**src/rtl/input_port_sampler_if.sv**
```systemverilog
// ---------------------------------------------------------------------------
// input_port_sampler_if
//
// Register Im bus between the input-port sampler (producer) and the A/B
// register load logic (consumer).
//
//   Out   : committed, debounced input value (drives Im)
//   VALID : sticky flag, a new value has been committed since the last read
//   OVR   : sticky flag, a committed value was overwritten before being read
//   RD    : active-low read strobe, driven by the consuming register's LOAD
//
// Modports:
//   master : the sampler, which drives Out/VALID/OVR and observes RD
//   slave  : the consumer, which observes Out/VALID/OVR and drives RD
// ---------------------------------------------------------------------------
`timescale 1ns/1ps

interface input_port_sampler_if #(
    parameter int WIDTH = 4
);
    logic [WIDTH-1:0] Out;
    logic             VALID;
    logic             OVR;
    logic             RD;

    modport master (
        output Out,
        output VALID,
        output OVR,
        input  RD
    );

    modport slave (
        input  Out,
        input  VALID,
        input  OVR,
        output RD
    );
endinterface

```
**src/rtl/input_port_sampler.sv**
```systemverilog
// ---------------------------------------------------------------------------
// input_port_sampler
//
// Input-port front end for the TD4 datapath. The raw switch inputs are
// passed through a two-flop synchroniser, then debounced: a new value must
// be seen on DEBOUNCE_CYCLES consecutive synchronised samples before it is
// committed to Out. Each commit raises a sticky VALID; a commit on top of an
// unread value raises a sticky OVR. A read (RD low at a rising edge) clears
// both flags.
//
// Parameters:
//   WIDTH           : width of PIN and Out
//   DEBOUNCE_CYCLES : consecutive stable samples needed to commit (>= 2)
//
// Ports:
//   CLK : clock, rising edge
//   CLR : asynchronous, active-low reset
//   EN  : debounce enable; when low the FSM, candidate, counter and Out hold
//   PIN : raw asynchronous switch inputs
//   im  : Im bus (master side): Out, VALID, OVR driven here, RD observed
// ---------------------------------------------------------------------------
`timescale 1ns/1ps

module input_port_sampler #(
    parameter int WIDTH           = 4,
    parameter int DEBOUNCE_CYCLES = 16
) (
    input  logic                  CLK,
    input  logic                  CLR,
    input  logic                  EN,
    input  logic [WIDTH-1:0]      PIN,
    input_port_sampler_if.master  im
);

    localparam int                CNT_W   = $clog2(DEBOUNCE_CYCLES);
    localparam logic [CNT_W-1:0]  CNT_MAX = CNT_W'(DEBOUNCE_CYCLES - 1);

    typedef enum logic {
        ST_STABLE   = 1'b0,
        ST_SETTLING = 1'b1
    } state_t;

    state_t           state_q, state_d;
    logic [WIDTH-1:0] sync1_q, sync1_d;
    logic [WIDTH-1:0] sync2_q, sync2_d;
    logic [WIDTH-1:0] cand_q,  cand_d;
    logic [CNT_W-1:0] cnt_q,   cnt_d;
    logic [WIDTH-1:0] out_q,   out_d;
    logic             valid_q, valid_d;
    logic             ovr_q,   ovr_d;

    logic             commit;
    logic             read;

    // -----------------------------------------------------------------------
    // Next-state logic
    // -----------------------------------------------------------------------
    always_comb begin
        // NOTE: every signal gets a default before any branch so no path
        // leaves it unassigned; otherwise synthesis infers a latch.
        sync1_d = PIN;
        sync2_d = sync1_q;
        state_d = state_q;
        cand_d  = cand_q;
        cnt_d   = cnt_q;
        out_d   = out_q;
        commit  = 1'b0;

        if (EN) begin
            unique case (state_q)
                ST_STABLE: begin
                    if (sync2_q != out_q) begin
                        cand_d  = sync2_q;
                        cnt_d   = '0;
                        state_d = ST_SETTLING;
                    end
                end

                ST_SETTLING: begin
                    if (sync2_q != cand_q) begin
                        // Input moved again: restart the stability window.
                        cand_d = sync2_q;
                        cnt_d  = '0;
                    end else if (cnt_q != CNT_MAX) begin
                        cnt_d = cnt_q + CNT_W'(1);
                    end else begin
                        // Window complete. A candidate equal to Out means
                        // the input bounced back, so nothing is committed.
                        state_d = ST_STABLE;
                        cnt_d   = '0;
                        if (cand_q != out_q) begin
                            out_d  = cand_q;
                            commit = 1'b1;
                        end
                    end
                end

                default: state_d = ST_STABLE;
            endcase
        end

        read = ~im.RD;

        // A commit always leaves VALID set, even alongside a read: the read
        // consumes the previous value and the new one remains pending.
        if (commit)
            valid_d = 1'b1;
        else if (read)
            valid_d = 1'b0;
        else
            valid_d = valid_q;

        // A read wins over an overrun at the same edge, since the value that
        // would have been lost has just been consumed.
        if (read)
            ovr_d = 1'b0;
        else if (commit && valid_q)
            ovr_d = 1'b1;
        else
            ovr_d = ovr_q;
    end

    // -----------------------------------------------------------------------
    // State registers
    // -----------------------------------------------------------------------
    // NOTE: all state here is a handful of flops, so every one of them is
    // cleared by the asynchronous reset; nothing is left to power-up value.
    always_ff @(posedge CLK or negedge CLR) begin
        if (!CLR) begin
            state_q <= ST_STABLE;
            sync1_q <= '0;
            sync2_q <= '0;
            cand_q  <= '0;
            cnt_q   <= '0;
            out_q   <= '0;
            valid_q <= 1'b0;
            ovr_q   <= 1'b0;
        end else begin
            // NOTE: non-blocking assignments so every flop samples the
            // pre-edge values, e.g. sync2 takes the old sync1, not PIN.
            state_q <= state_d;
            sync1_q <= sync1_d;
            sync2_q <= sync2_d;
            cand_q  <= cand_d;
            cnt_q   <= cnt_d;
            out_q   <= out_d;
            valid_q <= valid_d;
            ovr_q   <= ovr_d;
        end
    end

    assign im.Out   = out_q;
    assign im.VALID = valid_q;
    assign im.OVR   = ovr_q;

endmodule

```
**src/flat_wrapper.sv**
```systemverilog
// flat-port wrapper written by rule: the top's interface ports become plain ports
module input_port_sampler_flat 
#(
    parameter int WIDTH           = 4,
    parameter int DEBOUNCE_CYCLES = 16
)
  (CLK, CLR, EN, PIN, im_Out, im_VALID, im_OVR, im_RD);
  input_port_sampler_if #(.WIDTH(WIDTH)) im_i ();
  input  logic CLK;
  input  logic CLR;
  input  logic EN;
  input  logic [WIDTH-1:0] PIN;
  output wire logic [$bits(im_i.Out)-1:0] im_Out;
  output wire logic [$bits(im_i.VALID)-1:0] im_VALID;
  output wire logic [$bits(im_i.OVR)-1:0] im_OVR;
  input wire logic [$bits(im_i.RD)-1:0] im_RD;
  assign im_Out = im_i.Out;
  assign im_VALID = im_i.VALID;
  assign im_OVR = im_i.OVR;
  assign im_i.RD = im_RD;
  input_port_sampler #(.WIDTH(WIDTH), .DEBOUNCE_CYCLES(DEBOUNCE_CYCLES)) u_core (.CLK(CLK), .CLR(CLR), .EN(EN), .PIN(PIN), .im(im_i));
endmodule
```
**config.mk**
```make
export PLATFORM = sky130hd
export DESIGN_NAME = input_port_sampler_flat
export DESIGN_NICKNAME = d
export VERILOG_FILES = /design/src/rtl/input_port_sampler_if.sv /design/src/rtl/input_port_sampler.sv /design/src/flat_wrapper.sv
export SDC_FILE = /design/constraint.sdc
export NUM_CORES = 1
export LEC_CHECK = 0
export ABC_AREA = 1
export BUFFER_PORTS_ARGS = -buffer_cell sky130_fd_sc_hd__buf_2
export CORE_ASPECT_RATIO = 1.5
export CORE_UTILIZATION = 55
export DETAILED_ROUTE_END_ITERATION = 10
export PLACE_DENSITY_LB_ADDON = 0.25
export SLEW_MARGIN = 40
export SYNTH_ARGS = -nofsm -noshare
export SYNTH_HDL_FRONTEND = slang
export SYNTH_SLANG_ARGS = --single-unit
```
**constraint.sdc**
```tcl
create_clock -name CLK -period 1.65 [get_ports CLK]
set_clock_uncertainty 0.2 [all_clocks]
set_input_delay 0.2475 -clock CLK [delete_from_list [all_inputs] [get_ports CLK]]
set_output_delay 0.2475 -clock CLK [all_outputs]
set_load 0.005 [all_outputs]
```
==> impl_metrics.env, run 1 <==
export IMPL_run_status="finished clean"
export IMPL_synth_top_family_by_area="simple AND/OR/NAND/NOR gates"
export IMPL_drc=0
export IMPL_post_drt_via_cell_ratio=5.201
export IMPL_p_per_area_mw_per_mm2=765.3
export IMPL_slowest_delay_ns=0.43
export IMPL_mostFrequentLayoutCell="nand2_1"
export IMPL_max_freq_mhz=615.5
export IMPL_hold_start="EN"
export IMPL_worst_slew_pin_slew_ns=0.4852
export IMPL_rsz0062_at_grt="yes"
export IMPL_reg2regPathDepth=9
export IMPL_grt_pass1_wl_mm=3.995
export IMPL_final_area_mm2=0.001415
export IMPL_grt_pass1_vias=959
export IMPL_end_kind="register"
export IMPL_synth_xor_area_share_pct=3.077
export IMPL_syn_area_mm2=0.001139
export IMPL_irDropWorstVdd_mv=0.7082
export IMPL_power_leakage_nw=0.7790
export IMPL_holdWs_ns=0.08432
export IMPL_slew_violations=0
export IMPL_first_pass_iters=4
export IMPL_drv_cap=0
export IMPL_grt_max_degree=24
export IMPL_cts_sinks=23
export IMPL_reg2reg_slack_ns=0.03
export IMPL_clockBufferDepth=2
export IMPL_holdPathStages=3
export IMPL_synth_warnings=0
export IMPL_arrival_ns=1.64
export IMPL_crit_path_start_kind="register"
export IMPL_wl_met2_mm=1.292
export IMPL_r2r_end="u_core.im.Out[1]"
export IMPL_numCtsBuffers=3
export IMPL_layout_common_cells="nand2_1 (45), dfrtp_1 (20), buf_2 (13)"
export IMPL_synth_top_area_share_pct=50.55
export IMPL_crit_slowest_cell="dfrtp_1"
export IMPL_r2r_start="u_core.sync2_q[1]"
export IMPL_grt_overflow=0
export IMPL_grt_use_total_pct=26.06
export IMPL_post_route_period_util_pct=98.46
export IMPL_critPathTopFamily="simple AND/OR/NAND/NOR gates"
export IMPL_synthMuxAreaShare_pct=0
export IMPL_drive_gt1_share_pct=30.36
export IMPL_gp_congestion=0.8565
export IMPL_hold_class="in -> reg"
export IMPL_rows=19
export IMPL_htree_levels=1
export IMPL_fin_tns_setup_ns=0
export IMPL_dieArea_mm2=0.002260
export IMPL_die_y_um=57.73
export IMPL_yosys_area_top_type="dfrtp_1"
export IMPL_routed_wl_mm=2.303
export IMPL_die_w_um=39.15
export IMPL_max_slew_margin_rel_pct=67.65
export IMPL_drt_iter0_drc=7
export IMPL_synth_fa_ha_area_share_pct=1.099
export IMPL_antenna_left=0
export IMPL_clk_latency_ns=0.31
export IMPL_worst_setup_path_type="reg -> reg"
export IMPL_start_util_pct=60.63
export IMPL_area_delta_synth_final_pct=24.29
export IMPL_root_buffer="clkbuf_4"
export IMPL_setup_viol=0
export IMPL_min_to="u_core.cand_q[0]"
export IMPL_synth_cell_type_count=19
export IMPL_layout_nets=178
export IMPL_core_mm2=0.001878
export IMPL_wire_per_inst_um=12.19
export IMPL_synth_area_per_cell_um2=8.133
export IMPL_n_antenna_cell=0
export IMPL_numPortBuffers=13
export IMPL_yosys_area_share_simple_pct=36.81
export IMPL_ys_seq_area_share_pct=50.55
export IMPL_synth_seq_cells=23
export IMPL_clk_pin_slew_ns=0.12
export IMPL_crit_chain="inv_1 > nand2_2 > nand2_2 > nor2_4 > nand3_4 > nor2_8 > nand2_4 > nand2_2 > nand2_2"
export IMPL_ios=14
export IMPL_synth_cells=140
export IMPL_placed_cell_area_mm2=0.001237
export IMPL_routed_top_layer="met4"
export IMPL_instances_no_fill=189
export IMPL_cp_max_fo=7
export IMPL_placed_cells=175
export IMPL_path_common_cell="nand2_2"
export IMPL_fin_crit_ns=1.625
export IMPL_hold_violations=0
export IMPL_synth_compound_area_share_pct=3.187
export IMPL_drt_met1_wl_um=900
export IMPL_vias=983
export IMPL_cts_tree="done"
export IMPL_dr_wl_met3_um=50
export IMPL_synth_net_count=149
export IMPL_cp_num_buf_inv=1
export IMPL_grt_antenna_before_repair=0
export IMPL_synthTopCellsByArea="dfrtp_1 (51%), nand2_1 (18%), inv_1 (4.3%), nor2_1 (3.6%), nand3_1 (3.5%)"
export IMPL_cp_required_ns=1.66
export IMPL_dp_hpwl_mm=1.680
layout make-up:
type	instances	area, um2
multi-input cells	101	560.5
inverters	16	60.06
fillers	146	462.9
flip-flops and latches	23	579.3
well taps	21	26.28
repair buffers	24	162.7
clock buffers	4	26.28
flip-flops by register name, summed over array words and instances, names as in the netlist:
name and flops:
u_core.sync2_q 4, u_core.cnt_q 4, u_core.im.OVR 1, u_core.im.VALID 1, u_core.cand_q 4, u_core.state_q 1, u_core.im.Out 4, u_core.sync1_q 4
report_power, final:
group          switching [mW]  internal [mW]
clock                   0.160         0.0946
sequential             0.0308          0.592
combinational           0.120         0.0857
synthesized netlist by cell type:
master / number
o21a_1: 1
a21oi_2: 1
nor2_2: 3
nand2_1: 55
inv_2: 3
nand4_1: 6
nand3b_1: 1
o21ai_0: 1
inv_1: 13
nor2_1: 11
ha_1: 1
dfrtp_1: 23
nand3_1: 8
nand3_4: 1
nand2_2: 3
xnor2_1: 4
nand2_4: 1
o21ai_1: 3
nor2_8: 1
cells by family after synthesis:
logic type,after synthesis
simple gates,90
flops,23
buf+inv,16
compound gates,6
xor+xnor,4
fa+ha+maj,1
what timing repair did:
action,in CTS,in global routing
hold buffers,6,0
pin swaps,0,5
endpoints found under the hold margin,29,0
buffers inserted,1,3
gates resized for setup,0,21
setup endpoints to repair,1,15
worst register-to-register path, cell delays in order, from the launching register on:
cell and delay [ns]:
dfrtp_1 0.43, inv_1 0.07, nand2_2 0.07, nand2_2 0.06, nor2_4 0.13, nand3_4 0.15, nor2_8 0.20, nand2_4 0.09
nand2_2 0.07, nand2_2 0.04
per-layer routing:
metal / GRT usage (%) / vias to the layer above
met4: 12.81 / 0
li1: - / 492
met3: 4.598 / 7
met2: 46.19 / 17
met5: 0 / -
met1: 28.08 / 467
per-stage QoR:
step	setup WS (ns)	power (mW)	utilization (%)
5_1_grt	-0.07352	1.145	75.35
3_3_place_gp	0.04949	0.7853	65.89
2_1_floorplan	0.1790	0.7346	-
3_5_place_dp	-0.004867	0.7901	65.89
4_1_cts	0.009585	1.057	70.89
6_report	0.02533	1.083	75.35
worst max-delay path by stage:
stage	start	endpoint	slack (ns)	cells past startpoint
4_1_cts	u_core.cand_q[1]	u_core.im.Out[1]	0.01	9
5_1_grt	u_core.cand_q[0]	u_core.im.Out[1]	-0.07	9
2_1_floorplan	u_core.cand_q[2]	u_core.im.Out[0]	0.18	9
3_5_place_dp	u_core.cand_q[2]	u_core.im.Out[1]	-0.005	9
3_3_place_gp	u_core.cand_q[2]	u_core.im.Out[2]	0.05	9
6_report	u_core.sync2_q[1]	u_core.im.Out[1]	0.03	9
No activity file was read; power rests on OpenSTA's default activity.
==> run 2: changes to the inputs <==
--- a/config.mk
+++ b/config.mk
@@ -11,6 +11,7 @@
 export CORE_UTILIZATION = 55
 export DETAILED_ROUTE_END_ITERATION = 10
 export PLACE_DENSITY_LB_ADDON = 0.25
+export SETUP_SLACK_MARGIN = 0.5
 export SLEW_MARGIN = 40
 export SYNTH_ARGS = -nofsm -noshare
 export SYNTH_HDL_FRONTEND = slang
==> run 2 against run 1 <==
Effect of this change: the run now ends with negative setup slack left; global-route usage is 3.3 points higher; total power is 7.6% higher; combinational power is 36% higher; setup slack worse by 0.10 ns; via count is 19% higher; routed wire length is 60% higher; flip-flop and latch count stayed put; count of clock-buffer cells in the layout stayed put; clock power is 2% higher; non-clock buffer count is 12 higher; register-to-register slack worse by 0.10 ns.
==> impl_metrics.env, run 2 (synthesis gave the netlist of run 1 again) <==
export IMPL_run_status="finished, violations left"
export IMPL_failed_checks="negative setup slack"
export IMPL_root_buffer="clkbuf_4"
export IMPL_final_area_mm2=0.001604
export IMPL_numCtsBuffers=3
export IMPL_post_route_period_util_pct=104.6
export IMPL_clockBufferDepth=2
export IMPL_cp_required_ns=1.66
export IMPL_wire_per_inst_um=18.31
export IMPL_end_kind="register"
export IMPL_crit_slowest_cell="dfrtp_1"
export IMPL_start_util_pct=60.63
export IMPL_routed_wl_mm=3.680
export IMPL_clk_latency_ns=0.30
export IMPL_hold_start="EN"
export IMPL_crit_chain="inv_2 > nand2_1 > nand2_2 > nor2_4 > nand3_4 > nor2_8 > nand2_4 > nand2_2 > nand2_1"
export IMPL_drc=0
export IMPL_die_w_um=39.15
export IMPL_worst_slew_pin_slew_ns=0.5056
export IMPL_filler_cell_count=102
export IMPL_utilization_pct=85.41
export IMPL_grt_antenna_before_repair=0
export IMPL_layout_nets=190
export IMPL_antenna_left=0
export IMPL_placed_cells=175
export IMPL_cts_tree="done"
export IMPL_cp_endpoint="u_core.im.Out[3]"
export IMPL_setup_worst_path_start="u_core.sync2_q[0]"
export IMPL_grt_pass1_wl_mm=4.623
export IMPL_reg2regPathDepth=9
export IMPL_irDropWorstVdd_mv=0.6187
export IMPL_area_delta_synth_final_pct=40.88
export IMPL_r2r_start="u_core.sync2_q[0]"
export IMPL_first_pass_iters=4
export IMPL_setup_viol=8
export IMPL_drt_iter0_drc=46
export IMPL_die_y_um=57.73
export IMPL_cp_max_fo=7
export IMPL_slew_violations=0
export IMPL_holdWs_ns=0.1078
export IMPL_crit_path_start_kind="register"
export IMPL_max_slew_margin_rel_pct=66.29
export IMPL_fin_tns_setup_ns=-0.3231
export IMPL_dp_hpwl_mm=1.721
export IMPL_vias=1168
export IMPL_worst_setup_path_type="reg -> reg"
export IMPL_hold_class="in -> reg"
export IMPL_mostFrequentLayoutCell="nand2_1"
export IMPL_slowest_delay_ns=0.43
export IMPL_ios=14
export IMPL_cts_sinks=23
export IMPL_power_leakage_nw=0.8549
export IMPL_reg2reg_slack_ns=-0.08
export IMPL_core_mm2=0.001878
export IMPL_rsz0062_at_grt="yes"
export IMPL_rows=19
export IMPL_grt_overflow=0
export IMPL_grt_use_total_pct=29.31
export IMPL_p_per_area_mw_per_mm2=726.8
export IMPL_grt_pass1_vias=1080
export IMPL_preCtsSetupSlack_ns=0.01357
export IMPL_clk_pin_slew_ns=0.12
export IMPL_max_freq_mhz=579.3
export IMPL_fin_crit_ns=1.726
export IMPL_fin_ws_ns=-0.07628
export IMPL_drv_cap=0
export IMPL_htree_levels=1
export IMPL_instances_no_fill=201
export IMPL_dieArea_mm2=0.002260
export IMPL_total_power_mw=1.166
export IMPL_numPortBuffers=13
export IMPL_hold_violations=0
export IMPL_arrival_ns=1.73
export IMPL_post_drt_via_cell_ratio=5.811
export IMPL_drive_gt1_share_pct=41.67
export IMPL_n_antenna_cell=0
export IMPL_layout_common_cells="nand2_1 (43), dfrtp_1 (17), buf_4 (13)"
export IMPL_grt_max_degree=24
export IMPL_r2r_end="u_core.im.Out[3]"
export IMPL_placed_cell_area_mm2=0.001250
export IMPL_gp_congestion=0.9213
run 2: cell count changes in the layout (fill, tap and decap cells not counted), moves of 3 or more:
cell / delta
buf_6: +7
dfrtp_2: +3
nor2_1: -4
dfrtp_1: -3
buf_4: +8
buf_2: -3
run 2: final cells by class:
cell class / count / area [um2] / area share (%)
multi-input combinational: 101 / 621.8 / 38.77
sequential: 23 / 583.1 / 36.35
timing repair buffer: 36 / 286.5 / 17.86
inverter: 16 / 60.06 / 3.744
clock buffer: 4 / 26.28 / 1.638
tap: 21 / 26.28 / 1.638
run 2: what timing repair did:
action | CTS | global route
hold buffers | 6 | 0
setup endpoints to repair | 21 | 21
pin swaps | 5 | 18
buffers inserted | 8 | 8
gates resized for setup | 11 | 34
gates cloned | 0 | 0
endpoints found under the hold margin | 29 | 0
run 2: report_power, final:
| group | internal [mW] | leakage (nW) | total, mW | switching, mW |
|---|---|---|---|---|
| Sequential | 0.592 | 0.284 | 0.626 | 0.0344 |
| Clock | 0.0942 | 0.0150 | 0.259 | 0.164 |
| Combinational | 0.114 | 0.556 | 0.281 | 0.167 |
run 2: worst min-delay path by stage:
stage	to	slack, ns	cells after the start
finish	u_core.cand_q[0]	0.11	3
global route	u_core.cand_q[3]	0.1	3
CTS	u_core.cand_q[0]	0.09	3
detailed placement	u_core.cnt_q[3]	0.04	1
global placement	u_core.cnt_q[0]	0.03	1
floorplan	u_core.cand_q[0]	-0.25	0
run 2: routing by layer:
| layer | vias to the layer above | wire, um | track usage, % |
|---|---|---|---|
| li1 | 519 | - | - |
| met1 | 570 | 1221 | 31.32 |
| met2 | 51 | 2038 | 53.81 |
| met3 | 28 | 191 | 4.215 |
| met4 | 0 | 229 | 12.32 |
| met5 | - | 0 | 0 |
run 2: worst max-delay path, delay by kind of cell (launching register included):
kind,cells,cell delay (ns)
flops,1,0.43
simple gates,8,0.92
buf+inv,1,0.08
